--- src/rtl/scan_ctrl_pkg.sv ---
// Shared types for the scan chain controller.
// State encoding and bit-counter width helper.
package scan_ctrl_pkg;

  typedef enum logic [2:0] {
    IDLE,
    SHIFT,
    CAPTURE,
    UNLOAD,
    DONE
  } state_t;

  function automatic int cnt_w(input int n);
    return (n > 2) ? $clog2(n) : 1;
  endfunction

endpackage

--- src/rtl/scan_bit_counter.sv ---
// Modulo-N bit counter with terminal-count flag.
// Shared between chain load and chain unload.
module scan_bit_counter
  import scan_ctrl_pkg::*;
#(
  parameter int N = 8,
  parameter int W = cnt_w(N)
) (
  input  logic CK,
  input  logic RN,
  input  logic clr,
  input  logic inc,
  output logic tc
);

  localparam logic [W-1:0] LAST = W'(N - 1);

  logic [W-1:0] cnt;

  assign tc = (cnt == LAST);

  always_ff @(posedge CK or negedge RN) begin
    if (!RN) begin
      cnt <= '0;
    end else if (clr) begin
      cnt <= '0;
    end else if (inc) begin
      cnt <= tc ? '0 : cnt + W'(1);
    end
  end

endmodule

--- src/rtl/scan_chain_ctrl.sv ---
// Load / capture / unload sequencer for one scan chain.
// Chain advances only on cycles where both handshakes allow.
module scan_chain_ctrl
  import scan_ctrl_pkg::*;
#(
  parameter int CHAIN_LEN = 8,
  parameter int PAT_W     = 8
) (
  input  logic             CK,
  input  logic             RN,
  input  logic             start,
  input  logic             abort,
  input  logic [PAT_W-1:0] num_pat,
  input  logic             pat_valid,
  input  logic             pat_bit,
  output logic             pat_ready,
  input  logic             scan_out,
  output logic             resp_valid,
  output logic             resp_bit,
  input  logic             resp_ready,
  output logic             se,
  output logic             si,
  output logic             chain_ck_en,
  output logic             busy,
  output logic             done,
  output logic [PAT_W-1:0] pat_idx
);

  state_t           state;
  state_t           state_nx;
  logic [PAT_W-1:0] pat_left;
  logic [PAT_W-1:0] pat_left_nx;
  logic [PAT_W-1:0] idx_nx;
  logic             first;
  logic             first_nx;
  logic             cnt_inc;
  logic             cnt_clr;
  logic             cnt_tc;

  scan_bit_counter #(
    .N (CHAIN_LEN)
  ) u_cnt (
    .CK  (CK),
    .RN  (RN),
    .clr (cnt_clr),
    .inc (cnt_inc),
    .tc  (cnt_tc)
  );

  assign cnt_clr  = (state == IDLE) || abort;
  assign se       = (state == SHIFT) || (state == UNLOAD);
  assign busy     = se || (state == CAPTURE);
  assign done     = (state == DONE);
  assign resp_bit = resp_valid & scan_out;

  always_ff @(posedge CK or negedge RN) begin
    if (!RN) begin
      state    <= IDLE;
      pat_left <= '0;
      first    <= 1'b0;
      pat_idx  <= '0;
    end else begin
      state    <= state_nx;
      pat_left <= pat_left_nx;
      first    <= first_nx;
      pat_idx  <= idx_nx;
    end
  end

  always_comb begin
    state_nx    = state;
    pat_left_nx = pat_left;
    first_nx    = first;
    idx_nx      = pat_idx;
    pat_ready   = 1'b0;
    si          = 1'b0;
    resp_valid  = 1'b0;
    chain_ck_en = 1'b0;
    cnt_inc     = 1'b0;
    unique case (state)
      IDLE: begin
        if (start) begin
          if (num_pat == '0) begin
            state_nx = DONE;
          end else begin
            state_nx    = SHIFT;
            pat_left_nx = num_pat;
            first_nx    = 1'b1;
            idx_nx      = '0;
          end
        end
      end
      SHIFT: begin
        // first load streams out don't-care chain contents
        resp_valid = pat_valid && !first && !abort;
        if (pat_valid && (first || resp_ready) && !abort) begin
          pat_ready   = 1'b1;
          si          = pat_bit;
          chain_ck_en = 1'b1;
          cnt_inc     = 1'b1;
          if (cnt_tc) state_nx = CAPTURE;
        end
      end
      CAPTURE: begin
        if (!abort) begin
          chain_ck_en = 1'b1;
          pat_left_nx = pat_left - PAT_W'(1);
          first_nx    = 1'b0;
          if (pat_left == PAT_W'(1)) begin
            state_nx = UNLOAD;
          end else begin
            state_nx = SHIFT;
            idx_nx   = pat_idx + PAT_W'(1);
          end
        end
      end
      UNLOAD: begin
        resp_valid = !abort;
        if (resp_ready && !abort) begin
          chain_ck_en = 1'b1;
          cnt_inc     = 1'b1;
          if (cnt_tc) state_nx = DONE;
        end
      end
      DONE: begin
        state_nx = IDLE;
      end
      default: begin
        state_nx = IDLE;
      end
    endcase
    if (abort && (state != IDLE)) state_nx = IDLE;
  end

endmodule

--- config.mk ---
export PLATFORM = sky130hd
export DESIGN_NAME = scan_chain_ctrl
export DESIGN_NICKNAME = d
export VERILOG_FILES = /design/src/rtl/scan_ctrl_pkg.sv /design/src/rtl/scan_bit_counter.sv /design/src/rtl/scan_chain_ctrl.sv
export SDC_FILE = /design/constraint.sdc
export NUM_CORES = 1
export LEC_CHECK = 0
export BUFFER_PORTS_ARGS = -buffer_cell sky130_fd_sc_hd__clkbuf_2
export CORE_MARGIN = 4
export CORE_UTILIZATION = 54
export CTS_CLUSTER_SIZE = 8
export DETAILED_ROUTE_END_ITERATION = 8
export PLACE_DENSITY = 0.81
export SYNTH_ARGS = -nofsm -noshare
export SYNTH_HDL_FRONTEND = slang
export SYNTH_SLANG_ARGS = --single-unit
--- constraint.sdc ---
create_clock -name CK -period 1.9 [get_ports CK]
set_input_delay 0.095 -clock CK [delete_from_list [all_inputs] [get_ports CK]]
set_output_delay 0.095 -clock CK [all_outputs]
set_load 0.02 [all_outputs]
==> impl_metrics.yaml, run 1 <==
status:
  status: "finished, final reports clean"
floorplanning:
  ios: 32
  rows: 18
  die_h_um: 61.0
  die-area_um2: 3720
  core_um2: 2570
  start_util: 0.591
  dieWidth_um: 61.0
timing:
  clock.fmax_ghz: 0.552
  min_period_over_period: 0.953
  rsz0062_at_grt: "no"
  maxSlewViolCount: 0
  slew_headroom: 0.595
  tightest_slew_ps: 608
  skew_ps: 12.0
  min_period_ps: 1810
  hold_viol_final: 0
  setup_violations: 0
  fin_tns_setup_ps: 0
critical_path:
  r2r_cells: 4
  rrSetupSlack_ps: 100
  end_kind: "output port"
  arrival_ps: 1720
  crit_required_ps: 1800
  crit_fanout: 6
  rr_endpoint: "pat_idx[1]"
  crit_type: "reg -> out"
  start_kind: "flop"
  rr_startpoint: "state[1]"
yosys:
  yosysTopAreaCell: "dfrtp_1"
  synth-seq-cells: 23
  synth_seq_area_share: 0.379
  postSynth.asyncResetShare: 1.00
  yosys_warnings: 0
  synth_compound_area_frac: 0.265
  synth_mux_area_frac: 0.0297
  synth_edf_count: 0
  yosys.area_share.simple: 0.244
  ys_types: 50
  syn_area_um2: 1520
  syn_area_per_cell_um2: 8.98
  synthXorXnorAreaFrac: 0
  synth_area_leaders: "dfrtp_1 38%, ha_1 4.1%, o21ai_0 4.0%"
  syn-num-nets: 190
  yosys.area_share.adder: 0.0412
  synthFlopType: "dfrtp_1"
  synth_top_area_frac: 0.379
  synth_cells: 169
  synth_top_family_by_area: "compound AO/OA/AOI/OAI gates"
power:
  power_density_nw_per_um2: 633
  p_sw_uw: 396
  p_int_uw: 746
  p_comb_frac: 0.268
  p_seq_frac: 0.527
  switching_share: 0.347
  pwr-share-clk: 0.205
  ir_drop_v: 0.000667
  p_leak_nw: 0.792
routing:
  antenna_left: 0
  drt_iter0_drc: 148
  dr.pass1.iters: 4
  drc: 0
  route.met2.wl_um: 1900
  via_per_inst: 6.43
  dr_wl_met3_um: 350
  dr.max_layer_used: "met4"
  route.vias.total: 1524
  m1WireLength_um: 1640
  drt_wl_total_um: 3980
  avgRoutedWirePerCell_um: 16.8
min_path:
  hold_start: "num_pat[3]"
  hold_path_class: "in -> reg"
  whs_path_depth: 3
  hold_end: "pat_left[3]"
layout:
  multi_input_area_um2: 903
  final_cell_area_um2: 1800
  register_area_um2: 578
  layout-drive-gt1-share: 0.280
  area_growth_pct: 18.9
  final_cell_mix: "31 x clkbuf_2, 21 x dfrtp_1, 13 x nand2_1, 12 x o21ai_0"
  final_common_cell: "clkbuf_2"
  n_fill_cell: 210
  diodes: 0
  layout.nets: 229
placed_design:
  port_buffers: 31
  hpwl_um: 2970
  place_congestion: 0.961
  placed_cell_area_um2: 1730
global_route:
  grt_usage: 0.238
  antenna_found_initial: 0
  overflow: 0
  grt_pass1_wl_um: 6680
  grt_pass1_vias: 1481
  grt_max_degree: 24
clock_tree:
  cts_buffers: 3
  tritoncts: "built"
  cts.clk_slew.worst_paths_ps: 130
  cts.sinks: 23
  clk_path_buf_depth: 2
  clk_latency_ps: 320
  h-tree-depth: 1
  cts_root_buf: "clkbuf_4"
run:
  drv_cap: 0
==> cells by family after synthesis <==
logic type | count (synthesis)
compound gates | 57
buf+inv | 16
flops | 23
simple gates | 64
mux | 4
fa+ha+maj | 5
==> worst max path at each step <==
stage | start | to | slack [ps] | cells after the start
2_1_floorplan | state[0] | resp_bit | 40 | 5
3_3_place_gp | state[1] | pat_idx[1] | 220 | 4
3_5_place_dp | state[1] | pat_idx[1] | 160 | 4
4_1_cts | state[2] | si | 10 | 5
5_1_grt | state[1] | pat_idx[1] | 3 | 4
6_report | state[2] | chain_ck_en | 90 | 4
==> sequential cells by signal (all words and copies together), names as in the netlist <==
signal / flops
first: 1
state: 3
pat_idx: 8
u_cnt.cnt: 3
pat_left: 8
==> cell usage after synthesis, types with 2 or more instances <==
cell,number
buf_2,2
nor2b_1,3
nor2_1,9
o22ai_1,2
and2_1,4
mux2i_1,3
or4_1,2
nor3_1,3
o21ai_0,12
a21oi_1,11
dfrtp_1,23
a31oi_1,8
and3_1,2
nand2_1,13
inv_1,11
nand2b_1,4
clkbuf_1,3
o31ai_1,4
o21a_1,2
or3_1,2
nand3_1,10
a41oi_1,2
nor3b_1,2
o221ai_1,2
ha_1,5
==> routing by layer <==
metal / track usage / vias up
met2: 0.385 / 77
li1: - / 720
met5: 0 / -
met1: 0.304 / 712
met3: 0.0545 / 15
met4: 0.108 / 0
==> cell type report <==
class | instances | share of cell area
Clock buffer | 4 | 0.0146
Sequential cell | 23 | 0.320
Tap cell | 30 | 0.0208
Multi-Input combinational cell | 130 | 0.501
Timing Repair Buffer | 39 | 0.121
Inverter | 11 | 0.0229
==> timing repair <==
item	4_1_cts	5_1_grt
hold buffers	1	0
setup buffers	0	1
resized for setup	2	6
pin swaps	0	1
endpoints found under the setup margin	2	5
hold endpoints to repair	23	0
==> power by group through the flow <==
stage	Clock, mW	Combinational, mW	Sequential (mW)
final	0.234	0.306	0.602
after global routing	0.261	0.339	0.608
after CTS	0.241	0.297	0.599
after detailed placement	0	0.291	0.608
after global placement	0	0.280	0.606
after floorplan	0	0.186	0.598
==> through the flow <==
step	utilization	std cells	setup WS (ps)	power [mW]	hold slack [ps]
finish	0.703	237	88.4	1.14	53.6
detailed placement	0.675	231	158	0.900	118
CTS	0.694	236	13.7	1.14	58.6
global placement	0.675	231	218	0.886	117
floorplan	-	169	38.6	0.785	-201
global route	0.703	237	3.35	1.21	88.5
==> critical path: stages (launching register included) <==
cell	delay, ps
dfrtp_2	430
buf_4	150
or4b_4	550
nand2_1	90
clkbuf_2	170
Note: power is estimated with default switching activity, not from simulation.
==> run 2, diff against run 1 <==
--- a/config.mk
+++ b/config.mk
@@ -11,6 +11,7 @@
 export CTS_CLUSTER_SIZE = 8
 export DETAILED_ROUTE_END_ITERATION = 8
 export PLACE_DENSITY = 0.81
+export RECOVER_POWER = 50
 export SYNTH_ARGS = -nofsm -noshare
 export SYNTH_HDL_FRONTEND = slang
 export SYNTH_SLANG_ARGS = --single-unit
==> run 2 against run 1 <==
Compared with the run above: count of clock-buffer cells in the layout did not move; combinational power barely moved; sequential power about the same; clock skew decreased by 2.9 ps; critical endpoint unchanged; die area did not move; largest cell class unchanged; largest power group unchanged; highest routed layer unchanged; sequential share of layout area up 0.18 points.
==> impl_metrics.yaml, run 2 (synthesis results as in run 1) <==
timing:
  min_period_ps: 1810
  hold_viol_final: 0
  slew_headroom: 0.131
  rsz0062_at_grt: "no"
  skew_ps: 9.05
  clock.fmax_ghz: 0.552
  fin_ws_ps: 87.2
  setup_violations: 0
  maxSlewViolCount: 0
  fin_tns_setup_ps: 0
  min_period_over_period: 0.954
  tightest_slew_ps: 1300
clock_tree:
  cts_root_buf: "clkbuf_4"
  tritoncts: "built"
  cts_buffers: 3
  clk_path_buf_depth: 2
  clk_latency_ps: 320
  cts.clk_slew.worst_paths_ps: 130
  cts.sinks: 23
  h-tree-depth: 1
critical_path:
  cpPeakStageDelay_ps: 550
  start_kind: "flop"
  crit_path_start: "state[2]"
  path_cells: "buf_4 -> or4b_4 -> nand2_1 -> clkbuf_2"
  rr_endpoint: "pat_left[6]"
  r2r_cells: 5
  path_buf_inv: 2
  crit_family: "simple AND/OR/NAND/NOR gates"
  arrival_ps: 1720
  rrSetupSlack_ps: 110
  crit_required_ps: 1800
  end_kind: "output port"
  worst_path_max_delay_cell: "or4b_4"
  crit_cells: 4
  crit_type: "reg -> out"
  crit_path_end: "chain_ck_en"
  rr_startpoint: "state[2]"
  crit_fanout: 6
global_route:
  antenna_found_initial: 0
  grt_max_degree: 24
  overflow: 0
  grt_pass1_wl_um: 6680
  grt_usage: 0.238
  grt_pass1_vias: 1481
floorplanning:
  start_util: 0.591
  rows: 18
  dieWidth_um: 61.0
  die_h_um: 61.0
  ios: 32
  die-area_um2: 3720
  core_um2: 2570
layout:
  reg.largest.list: "pat_idx x8, pat_left x8"
  final_cell_mix: "23 x clkbuf_2, 21 x dfrtp_1, 13 x nand2_1, 12 x o21ai_0"
  layout-drive-gt1-share: 0.242
  final_common_cell: "clkbuf_2"
  area_growth_pct: 18.2
  n_fill_cell: 215
  diodes: 0
  final_cell_area_um2: 1790
  instances_no_fill: 237
  layout.nets: 229
placed_design:
  place_inst: 231
  placed_cell_area_um2: 1730
  place_congestion: 0.961
  port_buffers: 31
  dp_slack_ps: 158
  hpwl_um: 2970
power:
  p_leak_nw: 0.765
  ir_drop_v: 0.000660
  power_density_nw_per_um2: 635
  finalPower_mw: 1.14
status:
  status: "finished, final reports clean"
routing:
  drt_iter0_drc: 148
  drc: 0
  antenna_left: 0
  via_per_inst: 6.44
  avgRoutedWirePerCell_um: 16.9
  drt_wl_total_um: 3990
  dr.pass1.iters: 4
  route.vias.total: 1526
run:
  drv_cap: 0
min_path:
  hold_path_class: "in -> reg"
==> run 2: cell counts in the layout (fill, tap and decap cells not counted) <==
No cell type changed its count.
==> run 2: worst min path at each step <==
| stage | startpoint | end | slack (ps) | cells after the start |
|---|---|---|---|---|
| after CTS | num_pat[3] | pat_left[3] | 60 | 3 |
| after floorplan | RN | first | -200 | 0 |
| after global placement | RN | pat_idx[2] | 120 | 1 |
| final | num_pat[3] | pat_left[3] | 50 | 3 |
| after global routing | num_pat[3] | pat_left[3] | 90 | 3 |
| after detailed placement | RN | pat_idx[3] | 120 | 1 |
==> run 2: cell type report <==
| class | count | area (um2) | area share |
|---|---|---|---|
| Clock buffer | 4 | 26.3 | 0.0146 |
| Inverter | 11 | 41.3 | 0.0230 |
| Multi-Input combinational cell | 130 | 903 | 0.503 |
| Sequential cell | 23 | 578 | 0.322 |
| Tap cell | 30 | 37.5 | 0.0209 |
| Timing Repair Buffer | 39 | 208 | 0.116 |
==> run 2: stage by stage <==
step | hold slack (ps) | utilization
after floorplan | -201 | -
after global placement | 117 | 0.675
after detailed placement | 118 | 0.675
after CTS | 58.6 | 0.694
after global routing | 88.5 | 0.699
final | 53.6 | 0.699
==> run 2: per-layer routing <==
layer,vias to the layer above,routed length (um),GRT usage
li1,721,-,-
met1,719,1640,0.304
met2,74,1940,0.385
met3,12,352,0.0545
met4,0,64,0.108
met5,-,0,0
==> run 2: repair_timing <==
action                                  4_1_cts  5_1_grt
cloned                                        0        0
setup buffers                                 0        1
hold buffers                                  1        0
endpoints found under the hold margin        23        0
resized for setup                             2        6
endpoints found under the setup margin        2        5
pin swaps                                     0        1
==> run 2: power by group <==
| part | total, mW | switching (mW) | internal, mW |
|---|---|---|---|
| combinational | 0.304 | 0.181 | 0.123 |
| sequential | 0.602 | 0.0629 | 0.539 |
| clock | 0.234 | 0.152 | 0.0823 |
| total | 1.14 | 0.396 | 0.745 |
==> run 2: worst register-to-register path, cell delays in order (launching register included) <==
cell,delay [ps]
dfrtp_2,430
buf_4,150
or3b_1,550
a31o_2,290
a31oi_1,200
a21oi_1,60
